[src/rtl/lbc_pkg.sv]
// Shared constants for the linear block code stream encoder: default geometry
// and the (38,32) parity matrix.
package lbc_pkg;

  localparam int LBC_K_DEF         = 32;
  localparam int LBC_R_DEF         = 6;
  localparam int LBC_LANE_W_DEF    = 8;
  localparam int LBC_PIPE_DEF      = 3;
  localparam int LBC_OUT_DEPTH_DEF = 2;

  function automatic int lbc_cw_width(input int k, input int r);
    return k + r;
  endfunction

  // Column i (parity bits touched by data bit i) is the i-th R-bit value of
  // Hamming weight >= 2 in ascending order, so every column is distinct.
  function automatic logic [LBC_R_DEF*LBC_K_DEF-1:0] lbc_build_p();
    logic [LBC_R_DEF*LBC_K_DEF-1:0] p;
    int col;
    int w;
    p   = '0;
    col = 0;
    for (int v = 3; v < (1 << LBC_R_DEF); v++) begin
      w = 0;
      for (int b = 0; b < LBC_R_DEF; b++) w += (v >> b) & 1;
      if (w >= 2 && col < LBC_K_DEF) begin
        for (int j = 0; j < LBC_R_DEF; j++)
          if (((v >> j) & 1) == 1) p[j*LBC_K_DEF + col] = 1'b1;
        col++;
      end
    end
    return p;
  endfunction

  localparam logic [LBC_R_DEF*LBC_K_DEF-1:0] LBC_P_38_32 = lbc_build_p();

endpackage

[src/rtl/lbc_sync_fifo.sv]
// Synchronous FIFO for finished codewords; push while full is legal only
// together with a pop.
module lbc_sync_fifo
  import lbc_pkg::*;
#(
  parameter int WIDTH = 38,
  parameter int DEPTH = 2
) (
  input  logic             clk,
  input  logic             rst,
  input  logic             push,
  input  logic [WIDTH-1:0] wdata,
  input  logic             pop,
  output logic [WIDTH-1:0] rdata,
  output logic             full,
  output logic             empty
);

  localparam int AW = (DEPTH > 1) ? $clog2(DEPTH) : 1;
  localparam int CW = $clog2(DEPTH + 1);

  logic [WIDTH-1:0] mem [DEPTH];
  logic [AW-1:0]    wr_ptr;
  logic [AW-1:0]    rd_ptr;
  logic [CW-1:0]    count;

  assign full  = (count == CW'(DEPTH));
  assign empty = (count == '0);
  assign rdata = mem[rd_ptr];

  function automatic logic [AW-1:0] ptr_next(input logic [AW-1:0] p);
    return (p == AW'(DEPTH - 1)) ? '0 : p + AW'(1);
  endfunction

  always_ff @(posedge clk) begin
    if (rst) begin
      wr_ptr <= '0;
      rd_ptr <= '0;
      count  <= '0;
    end else begin
      if (push) begin
        mem[wr_ptr] <= wdata;
        wr_ptr      <= ptr_next(wr_ptr);
      end
      if (pop) rd_ptr <= ptr_next(rd_ptr);
      if (push && !pop)      count <= count + CW'(1);
      else if (pop && !push) count <= count - CW'(1);
    end
  end

endmodule

[src/rtl/lbc_stream_encoder.sv]
// Streaming systematic block encoder: assembles lane beats into a message,
// computes parity through a pipelined XOR tree and buffers codewords.
module lbc_stream_encoder
  import lbc_pkg::*;
#(
  parameter int K         = LBC_K_DEF,
  parameter int R         = LBC_R_DEF,
  parameter int LANE_W    = LBC_LANE_W_DEF,
  parameter int PIPE      = LBC_PIPE_DEF,
  parameter int OUT_DEPTH = LBC_OUT_DEPTH_DEF,
  parameter logic [R*K-1:0] P_MATRIX = LBC_P_38_32,
  localparam int N = lbc_cw_width(K, R)
) (
  input  logic              clk,
  input  logic              rst,
  input  logic              enc_en,
  input  logic              s_valid,
  output logic              s_ready,
  input  logic [LANE_W-1:0] s_data,
  output logic              m_valid,
  input  logic              m_ready,
  output logic [N-1:0]      m_data,
  output logic [15:0]       word_cnt
);

  if (K % LANE_W != 0) begin : g_bad_k
    $error("K must be a multiple of LANE_W");
  end
  if (PIPE < 1 || PIPE > 4) begin : g_bad_pipe
    $error("PIPE must be in 1..4");
  end
  if (OUT_DEPTH < 2 || OUT_DEPTH > 8) begin : g_bad_depth
    $error("OUT_DEPTH must be in 2..8");
  end

  localparam int BEATS = K / LANE_W;
  localparam int BW    = (BEATS > 1) ? $clog2(BEATS) : 1;
  localparam int L     = (K > 1) ? $clog2(K) : 1;
  localparam int KP    = 1 << L;

  logic [BW-1:0]  beat_q;
  logic [K-1:0]   asm_q;
  logic           asm_full_q;
  logic           asm_en_q;
  logic           s_acc;
  logic           beat_last;
  logic           load0;

  logic [PIPE-1:0]         v_q;
  logic [PIPE-1:0]         v_in;
  logic [PIPE-1:0]         rdy;
  logic [K-1:0]            msg_q   [PIPE];
  logic [K-1:0]            msg_in  [PIPE];
  logic [R-1:0][KP-1:0]    part_q  [PIPE];
  logic [R-1:0][KP-1:0]    part_in [PIPE];
  logic [R-1:0]            parity;

  logic           fifo_full;
  logic           fifo_empty;
  logic [N-1:0]   fifo_rdata;
  logic           out_room;
  logic           push;
  logic           pop;

  function automatic logic [KP-1:0] fold(input logic [KP-1:0] p, input int n);
    logic [KP-1:0] t;
    logic [KP-1:0] u;
    t = p;
    for (int l = 0; l < n; l++) begin
      u = '0;
      for (int i = 0; i < KP / 2; i++) u[i] = t[2*i] ^ t[2*i+1];
      t = u;
    end
    return t;
  endfunction

  assign beat_last = (beat_q == BW'(BEATS - 1));
  assign load0     = asm_full_q && rdy[0];
  assign s_ready   = !rst && (!asm_full_q || load0);
  assign s_acc     = s_valid && s_ready;

  always_ff @(posedge clk) begin
    if (rst) begin
      beat_q     <= '0;
      asm_full_q <= 1'b0;
      asm_en_q   <= 1'b0;
    end else begin
      if (load0) asm_full_q <= 1'b0;
      if (s_acc) begin
        asm_q[int'(beat_q)*LANE_W +: LANE_W] <= s_data;
        if (beat_last) begin
          beat_q     <= '0;
          asm_full_q <= 1'b1;
          asm_en_q   <= enc_en;
        end else begin
          beat_q <= beat_q + BW'(1);
        end
      end
    end
  end

  // A stage may load whenever some stage at or beyond it is empty, so bubbles
  // collapse while the output side is stalled.
  assign out_room = !fifo_full || pop;
  always_comb begin
    v_in = '0;
    rdy  = '0;
    for (int s = 0; s < PIPE; s++) begin
      v_in[s] = (s == 0) ? asm_full_q : v_q[(s > 0) ? s - 1 : 0];
      rdy[s]  = out_room || !(&(v_q | PIPE'((1 << s) - 1)));
    end
  end

  always_ff @(posedge clk) begin
    if (rst) begin
      v_q <= '0;
    end else begin
      for (int s = 0; s < PIPE; s++)
        if (rdy[s]) v_q[s] <= v_in[s];
    end
  end

  for (genvar s = 0; s < PIPE; s++) begin : g_stage
    localparam int NLV = (L * (s + 1)) / PIPE - (L * s) / PIPE;
    if (s == 0) begin : g_head
      assign msg_in[s] = asm_q;
      for (genvar j = 0; j < R; j++) begin : g_mask
        assign part_in[s][j] = asm_en_q ? KP'(asm_q & P_MATRIX[j*K +: K]) : '0;
      end
    end else begin : g_body
      assign msg_in[s]  = msg_q[s-1];
      assign part_in[s] = part_q[s-1];
    end
    always_ff @(posedge clk) begin
      if (rdy[s]) begin
        msg_q[s] <= msg_in[s];
        for (int j = 0; j < R; j++) part_q[s][j] <= fold(part_in[s][j], NLV);
      end
    end
  end

  always_comb begin
    parity = '0;
    for (int j = 0; j < R; j++) parity[j] = ^part_q[PIPE-1][j];
  end

  assign push = v_q[PIPE-1] && out_room;

  lbc_sync_fifo #(
    .WIDTH (N),
    .DEPTH (OUT_DEPTH)
  ) u_out_fifo (
    .clk   (clk),
    .rst   (rst),
    .push  (push),
    .wdata ({msg_q[PIPE-1], parity}),
    .pop   (pop),
    .rdata (fifo_rdata),
    .full  (fifo_full),
    .empty (fifo_empty)
  );

  assign m_valid = !rst && !fifo_empty;
  assign m_data  = m_valid ? fifo_rdata : '0;
  assign pop     = m_valid && m_ready;

  always_ff @(posedge clk) begin
    if (rst)      word_cnt <= '0;
    else if (pop) word_cnt <= word_cnt + 16'd1;
  end

endmodule

[config.mk]
export PLATFORM = sky130hd
export DESIGN_NAME = lbc_stream_encoder
export DESIGN_NICKNAME = d
export VERILOG_FILES = /design/src/rtl/lbc_pkg.sv /design/src/rtl/lbc_sync_fifo.sv /design/src/rtl/lbc_stream_encoder.sv
export SDC_FILE = /design/constraint.sdc
export NUM_CORES = 1
export LEC_CHECK = 0
export BUFFER_PORTS_ARGS = -buffer_cell sky130_fd_sc_hd__buf_2
export CAP_MARGIN = 5
export CORE_UTILIZATION = 57
export DETAILED_ROUTE_END_ITERATION = 16
export GPL_TIMING_DRIVEN = 0
export PLACE_DENSITY_LB_ADDON = 0.05
export SLEW_MARGIN = 20
export SYNTH_ARGS = -nofsm -noshare
export SYNTH_HDL_FRONTEND = slang
export SYNTH_SLANG_ARGS = --single-unit
[constraint.sdc]
create_clock -name clk -period 12.5 [get_ports clk]
set_clock_uncertainty 0.1 [all_clocks]
set_input_delay 2.5 -clock clk [delete_from_list [all_inputs] [get_ports clk]]
set_output_delay 2.5 -clock clk [all_outputs]
set_load 0.01 [all_outputs]
Word-level counts from Yosys, hierarchy flattened
Memory sizes are Yosys's and may differ from the RTL's. A register that Yosys moved wholly into a read port is not among the register bits.
Index checks and enable logic that the tools add are counted.
{"block": "totals", "register_bits": 59, "mem_bits_rw": 460, "input_bits": 13, "output_inout_bits": 56, "elab_cells": 471, "mem_count": 3}
{"name": "part_q", "depth": 3, "word_bits": 96, "read_ports": 3, "rd_clocked_by_memory_dff": 0, "write_ports": 3, "line_no": "lbc_stream_encoder.sv:54", "source": "logic [R-1:0][KP-1:0] part_q [PIPE];"}
{"name": "msg_q", "depth": 3, "word_bits": 32, "read_ports": 3, "rd_clocked_by_memory_dff": 0, "write_ports": 3, "line_no": "lbc_stream_encoder.sv:52", "source": "logic [K-1:0] msg_q [PIPE];"}
{"name": "u_out_fifo.mem", "depth": 2, "word_bits": 38, "read_ports": 1, "rd_clocked_by_memory_dff": 1, "write_ports": 1, "line_no": "lbc_sync_fifo.sv:22", "source": "logic [WIDTH-1:0] mem [DEPTH];"}
{"block": "op_classes", "add_sub_neg": 7, "eq_ne": 2, "shift": 2, "mux": 27, "n_bitwise": 385, "reduce_logical": 34}
{"cell": "$xor A1 B1 Y1", "count": 281}
{"cell": "$reduce_xor A32 Y1", "count": 6}
{"cell": "$xor A1 B1 Y1 const AB", "count": 102}
{"cell": "$mux W32", "count": 3}
{"cell": "$mux W26", "count": 2}
{"cell": "$mux W38", "count": 1}
{"cell": "$neg A5 Y33", "count": 1}
{"cell": "$shift A8 B33 Y32 const A", "count": 1}
{"cell": "$shiftx A8 B33 Y32", "count": 1}
{"cell": "$bwmux W32", "count": 1}
{"cell": "$mux W31", "count": 1}
{"cell": "$add A16 B1 Y16 const B", "count": 1}
{"cell": "$mux W1", "count": 16}
{"cell": "$logic_not A1 Y1", "count": 9}
{"cell": "$logic_and A1 B1 Y1", "count": 8}
{"cell": "$mux W2", "count": 3}
{"cell": "$reduce_and A2 Y1", "count": 3}
{"cell": "$logic_or A1 B1 Y1", "count": 5}
{"cell": "$add A2 B1 Y2 const B", "count": 2}
{"cell": "$eq A2 B2 Y1 const B", "count": 2}
{"cell": "$reduce_and A3 Y1", "count": 1}
{"cell": "$add A1 B1 Y1 const B", "count": 2}
{"cell": "$logic_not A2 Y1", "count": 1}
{"cell": "$reduce_bool A2 Y1", "count": 1}
{"cell": "3 further kinds", "count": 3}

Logic depth before layout (Yosys ltp)
Gate-level depths: netlist (run 1).
{"block": "depth", "ltp_word": 11, "mapped_depth": 8}

Modules after synthesis
Synthesis (run 1) repeated with hierarchy kept, for this count alone.
{"block": "unflattened", "hier_cells": 663, "area_unflattened_um2": 11238.3}
{"mod": "lbc_stream_encoder", "instances": 1, "cells_each": 523, "area_per_inst_um2": 8281.7, "seq_area_each_um2": 6256.0}
{"mod": "lbc_sync_fifo", "instances": 1, "cells_each": 140, "area_per_inst_um2": 2956.6, "seq_area_each_um2": 2382.3}

Least setup slack after synthesis (run 1)
No wires, ideal clock.
{"block": "synth_timing", "kind": "input to register", "from": "input rst", "to": "memory u_out_fifo.mem[1][0], enable pin", "setup_ps": 489, "t_arrival_ps": 5796, "t_required_ps": 11911, "setup_slack_ps": 6115, "stages": 4, "cell_sequence": "buf_6 > nand2b_4 > a21bo_2 > nor3b_1"}
{"block": "synth_between", "elab_chain_len": 8}
{"element": "start, declared", "line_no": "lbc_stream_encoder.sv:15", "source": "input logic rst,"}
{"element": "$logic_not A1 Y1", "line_no": "lbc_stream_encoder.sv:163", "source": "assign m_valid = !rst && !fifo_empty;"}
{"element": "$logic_and A1 B1 Y1", "line_no": "lbc_stream_encoder.sv:163"}
{"element": "$logic_and A1 B1 Y1", "line_no": "lbc_stream_encoder.sv:165", "source": "assign pop = m_valid && m_ready;"}
{"element": "$logic_or A1 B1 Y1", "line_no": "lbc_stream_encoder.sv:104", "source": "assign out_room = !fifo_full || pop;"}
{"element": "$logic_and A1 B1 Y1", "line_no": "lbc_stream_encoder.sv:147", "source": "assign push = v_q[PIPE-1] && out_room;"}
{"element": "$mux W1", "line_no": "lbc_sync_fifo.sv:41", "source": "if (push) begin"}
{"element": "$mux W1 *", "line_no": "lbc_sync_fifo.sv:36", "source": "if (rst) begin"}
{"element": "$mux W1 (implied by the code) *", "line_no": "lbc_sync_fifo.sv:42", "source": "mem[wr_ptr] <= wdata;"}
{"element": "end, declared", "line_no": "lbc_sync_fifo.sv:22"}
Mark *: on every way between the ends. The rest lies on a longest branch, timed or not.

Worst setup path in the final report (run 1)
{"block": "layout_timing", "from": "input rst", "to": "output m_data[35]"}
{"block": "layout_between", "elab_chain_len": 3}
{"element": "$logic_not A1 Y1", "line_no": "lbc_stream_encoder.sv:163"}
{"element": "$logic_and A1 B1 Y1", "line_no": "lbc_stream_encoder.sv:163"}
{"element": "$mux W38", "line_no": "lbc_stream_encoder.sv:164", "source": "assign m_data = m_valid ? fifo_rdata : '0;"}
{"element": "end, declared", "line_no": "lbc_stream_encoder.sv:22", "source": "output logic [N-1:0] m_data,"}
No other way between the ends.

==> results.yml, run 1 <==
drt:
  final_antenna_net_count: 0
  first_pass_iters: 4
  via_per_inst: 5.093
  totalWireLength_um: 17360
  route.detailed.drc: 0
  routed-via-count: 5358
  wl_per_cell_um: 16.50
  drt_iter0_markers: 359
sta:
  worst_slack_ns: 5.944
  fin_setup_tns_ns: 0
  max_slew_margin_pct: 43.35
  fmax_mhz: 152.5
  finalCritPeriodShare_pct: 52.45
  hold_viol: 0
  rsz0062_at_grt: "no"
  timing.final.crit_period_ns: 6.556
  slew_violations: 0
  setup-violations-final: 0
  tightest_slew_ns: 0.8440
synth:
  synth_edf_count: 269
  synth.avg_cell_area_um2: 16.83
  ys_ff_latch: 297
  syn_area_um2: 11070
  netlist_instances: 658
  ys_top_cells_by_area: "edfxtp_1 (73%), dfxtp_1 (5.1%), and2_1 (4.3%), mux2i_1 (3.5%), xnor2_1 (3.4%)"
  ys_warn_count: 0
  synth.largest_area_cell: "edfxtp_1"
  yosys.cell_types.count: 34
  ys_seq_area_share_pct: 78.00
  synth_ff_type: "edfxtp_1"
  async_reset_ff_share_pct: 0
  syn_nets: 679
  synth_top_area_share_pct: 72.94
place:
  io_buffers: 67
  gp_congestion: 0.7768
  dp_hpwl_um: 12140
  pre_cts_ws_ns: 5.929
outcome:
  status: "finished, final reports clean"
cts:
  h-tree-depth: 1
  cts_buffer_depth: 3
  clock_latency_ns: 0.52
  root_buffer: "clkbuf_16"
  cts_sinks: 297
  hold_buffers: 0
  cts_resized: 0
  numCtsBuffers: 28
  cts_tree: "built"
  path_clk_slew_ns: 0.06
  cts_setup_buffers: 0
setup_path:
  cp.required_ns: 9.90
  cp.arrival_ns: 3.96
  path_max_fanout: 10
  crit_path_end_kind: "output port"
  start_kind: "input pin"
  criticalPathCategory: "input pin to output port"
cells_and_area:
  utilization_pct: 68.05
  final_cell_mix: "edfxtp_1 (269), and2_1 (77), buf_2 (69)"
  areaGrowthSynthToFinish_pct: 16.09
  drive_gt1_share_pct: 16.67
  layout_commonest_cell: "edfxtp_1"
  final_nets: 792
  diodes: 0
  fill_cells: 1323
global_routing:
  antenna_found_initial: 0
  grt.total_usage_pct: 18.08
  overflow: 0
  grt_pass1_wl_um: 27710
  grt_max_degree: 46
  grt_pass1_vias: 5329
power_and_ir_drop:
  ir_worst_vdd_uv: 135.1
  powerDensity_nw_per_um2: 151.2
  power_leakage_nw: 4.956
die:
  dieArea_um2: 19990
  die_w_um: 141.4
  coreArea_um2: 18890
  rows: 50
  ios: 69
  die-height_um: 141.4
  start_util_pct: 58.62
worst_hold_path:
  hold_class: "flop to flop"
run:
  maxCapViolations: 0
[worst max-delay path: stages]
cell      delay [ns]
buf_6           0.09
or2_2           0.19
clkbuf_1        0.45
buf_1           0.45
nor2_1          0.11
buf_2           0.16
[final timing paths]
check,startpoint,to,slack [ns],cells after the start
setup / recovery,rst,m_data[35],5.94,6
hold / removal,msg_q[0][34],msg_q[0][66],0.32,0
setup reg to reg,u_out_fifo.count[1],msg_q[0][14],9.86,6
hold reg to reg,msg_q[0][34],msg_q[0][66],0.32,0
[power by group]
part / total [mW] / switching [mW] / internal (mW)
Clock: 0.815 / 0.331 / 0.484
Sequential: 1.10 / 0.00775 / 1.09
Combinational: 0.0323 / 0.0190 / 0.0133
Total: 1.94 / 0.358 / 1.59
[synth_stat cells, drive strengths merged (8+ instances only)]
| library cell | instances |
|---|---|
| ha | 8 |
| xnor2 | 43 |
| and2 | 77 |
| edfxtp | 269 |
| nor2 | 55 |
| mux2i | 39 |
| a21oi | 12 |
| inv | 10 |
| dfxtp | 28 |
| nand2 | 9 |
| clkbuf | 13 |
| xor2 | 35 |
[routing by layer]
metal | vias up | wire [um] | global-route usage [%] | part of all wire [%]
met5 | - | 0 | 0 | 0
met4 | 0 | 430 | 6.282 | 2.5
met3 | 32 | 682 | 3.037 | 3.9
met2 | 114 | 8411 | 30.25 | 48
met1 | 2597 | 7835 | 24.25 | 45
li1 | 2615 | - | - | -
[registers in the layout, indices dropped and copies added (netlist names), named ones only]
signal and flops:
asm_q 32, u_out_fifo.count 2, asm_en_q 1, u_out_fifo.rd_ptr 1, asm_full_q 1, v_q 3
word_cnt 16, msg_q 96, beat_q 2, part_q 65, u_out_fifo.mem 76, u_out_fifo.wr_ptr 1
[area by class of cell]
class	instances	area (um^2)	share of cell area [%]
Buffer	19	82.58	0.6423
Clock buffer	35	748.2	5.820
Clock inverter	16	150.1	1.168
Inverter	10	37.54	0.2920
Multi-Input combinational cell	332	2341	18.21
Sequential cell	297	8638	67.19
Tap cell	260	325.3	2.530
Timing Repair Buffer	83	533.0	4.146
[logic make-up after synthesis]
kind of cell	after synthesis	synth area share, %
muxes	39	3.525
xor gates and xnor gates	78	6.169
adders and majority gates	8	0.9039
DFF	297	78.00
buffers and inverters	29	1.085
and+or+nand+nor	180	8.858
AOI/OAI and AO/OA	27	1.457
[stage by stage]
stage | instances | instance area, um^2 | total power [mW] | hold WS, ns
2_1_floorplan | 658 | 11070 | 1.136 | 0.3003
3_3_place_gp | 985 | 11740 | 1.148 | 0.3048
3_5_place_dp | 1001 | 11960 | 1.150 | 0.3045
4_1_cts | 1052 | 12860 | 1.963 | 0.3184
5_1_grt | 1052 | 12860 | 2.004 | 0.3219
6_report | 1052 | 12860 | 1.944 | 0.3171
Note: power is estimated with default switching activity, not from simulation.
==> inputs of run 2 (changes only) <==
Settings changed: ABC_AREA set to 1.
Clock period 12.5 ns to 6.05 ns, I/O delays scaled along.
==> run 2 against run 1 <==
Synthesized cell count grew 19%. Highest routed layer unchanged. First-iteration DRC count shrank 18%. Sequential share of layout area decreased by 1.2 points. Routed wire length increased by 4.7%. Via count up 7.1%. Critical endpoint is now m_data[25]. Sequential cell count unchanged. Largest cell class unchanged.
==> results.yml, run 2 <==
synth:
  ys_seq_area_share_pct: 76.05
  async_reset_ff_share_pct: 0
  syn_nets: 805
  synth.avg_cell_area_um2: 14.49
  synth_mux_area_share_pct: 3.767
  ys_warn_count: 0
  synth.largest_area_cell: "edfxtp_1"
  ys_top_cells_by_count: "edfxtp_1 (269), nand2_1 (125), inv_1 (100), nor2_1 (61), mux2_2 (38)"
  synth_xor_area_share_pct: 4.704
  synth_top_area_share_pct: 71.12
  netlist_instances: 784
  yosys.cell_types.count: 36
  synth_top_family_by_area: "simple AND/OR/NAND/NOR gates"
  synth_ff_type: "edfxtp_1"
  synth_edf_count: 269
  synth_compound_area_share_pct: 1.696
  ys_ff_latch: 297
  synthMostInstantiatedCell: "edfxtp_1"
  syn_area_um2: 11360
  synthAdderAreaFrac_pct: 0.8813
  ys_top_cells_by_area: "edfxtp_1 (71%), dfxtp_1 (4.9%), nand2_1 (4.1%), mux2_2 (3.8%), inv_1 (3.3%)"
  synthSimpleGateAreaFrac_pct: 8.603
sta:
  timing.final.crit_period_ns: 3.768
  max_slew_margin_pct: 52.80
  finalCritPeriodShare_pct: 62.29
  fmax_mhz: 265.4
  hold_viol: 0
  tightest_slew_ns: 0.7053
  setup-violations-final: 0
  whs_ns: 0.3082
  slew_violations: 0
  rsz0062_at_grt: "no"
  fin_setup_tns_ns: 0
die:
  rows: 51
  die-height_um: 143.2
  die_w_um: 143.2
  dieArea_um2: 20500
  ios: 69
  coreArea_um2: 19530
  start_util_pct: 58.17
global_routing:
  antenna_found_initial: 0
  grt.total_usage_pct: 18.56
  overflow: 0
  grt_pass1_wl_um: 28590
  grt_max_degree: 53
  grt_pass1_vias: 5676
cts:
  cts_resized: 0
  numCtsBuffers: 29
  cts_sinks: 297
  clock_latency_ns: 0.52
  cts_tree: "built"
  hold_buffers: 0
  root_buffer: "clkbuf_16"
  cts_buffer_depth: 3
  cts_setup_buffers: 0
  path_clk_slew_ns: 0.06
  h-tree-depth: 1
cells_and_area:
  largestRegisters: "msg_q x96, u_out_fifo.mem x76, part_q x65"
  largest_register_ffs: 96
  utilization_pct: 66.99
  layout_commonest_cell: "edfxtp_1"
  diodes: 0
  final_area_um2: 13080
  final_cell_mix: "edfxtp_1 (269), nand2_1 (125), inv_1 (99)"
  final_nets: 911
  areaGrowthSynthToFinish_pct: 15.17
  regMostFlops: "msg_q"
  drive_gt1_share_pct: 21.01
drt:
  route.detailed.drc: 0
  drt_iter0_markers: 295
  via_per_inst: 4.888
  first_pass_iters: 4
  final_antenna_net_count: 0
  totalWireLength_um: 18180
  wl_per_cell_um: 15.48
  routed-via-count: 5739
power_and_ir_drop:
  powerDensity_nw_per_um2: 310.2
  ir_worst_vdd_uv: 221.5
  power_leakage_nw: 5.546
run:
  maxCapViolations: 0
worst_hold_path:
  hold_class: "flop to flop"
setup_path:
  cp.arrival_ns: 2.46
  start_kind: "input pin"
  path_max_fanout: 10
  crit_path_end_kind: "output port"
  cp.required_ns: 4.74
  criticalPathCategory: "input pin to output port"
place:
  dp_hpwl_um: 12870
  gp_congestion: 0.8359
  io_buffers: 67
  place_area_um2: 12170
outcome:
  status: "finished, final reports clean"
==> run 2: changes by cell type in the layout (fill, tap and decap cells not counted), moves of 9 or more <==
cell     previous run  this run
and2_1             77         0
mux2_2              0        38
nand2_1             8       125
mux2i_1            39         0
xor2_1             35        26
o21ai_0             5        17
inv_1              10        99
==> run 2: per-stage QoR <==
stage	worst slack [ns]	cells	total power, mW
floorplan	1.033	784	2.383
global placement	-0.5962	1116	2.412
detailed placement	2.259	1124	2.418
CTS	2.238	1174	4.093
global route	2.126	1174	4.194
finish	2.282	1174	4.057
==> run 2: power by group <==
part | total [mW] | internal [mW] | switching (mW)
sequential | 2.29 | 2.27 | 0.0220
combinational | 0.0810 | 0.0270 | 0.0540
clock | 1.68 | 0.993 | 0.691
total | 4.06 | 3.29 | 0.767
==> run 2: final timing paths <==
kind	depth (start not counted)	slack, ns	endpoint	from
setup / recovery	9	2.28	m_data[25]	rst
hold / removal	0	0.31	msg_q[0][77]	msg_q[0][45]
setup reg to reg	10	3.45	u_out_fifo.mem[1][27]	u_out_fifo.count[0]
hold reg to reg	0	0.31	msg_q[0][77]	msg_q[0][45]
==> run 2: per-layer routing <==
metal	share of wire, %	wire [um]	global-route usage [%]	vias up
met2	51	9332	32.86	124
met1	43	7828	23.69	2726
li1	-	-	-	2866
met3	4.2	772	3.253	23
met5	0	0	0	-
met4	1.3	242	4.641	0
==> run 2: kinds of logic (layout without fill, tap and decap cells) <==
group                      after synthesis  after routing
DFF                                    297            297
and+or+nand+nor                        223            223
buffers and inverters                  121            246
xor gates and xnor gates                61             61
muxes                                   38             38
AOI/OAI and AO/OA                       36             36
adders and majority gates                8              8
==> run 2: final cells by class <==
class	count	area (um^2)
sequential	297	8638
fill	1431	6445
multi-input combinational	366	2262
clock buffer	40	828.3
timing repair buffer	75	452.9
inverter	104	397.9
tap	265	331.6
buffer	17	90.09
clock inverter	10	80.08
==> run 2: worst max-delay path: stages <==
cell	delay, ns
buf_6	0.12
inv_8	0.09
nand2_1	0.12
inv_1	0.11
buf_2	0.27
buf_2	0.27
nand2_1	0.09
inv_1	0.05
buf_2	0.12
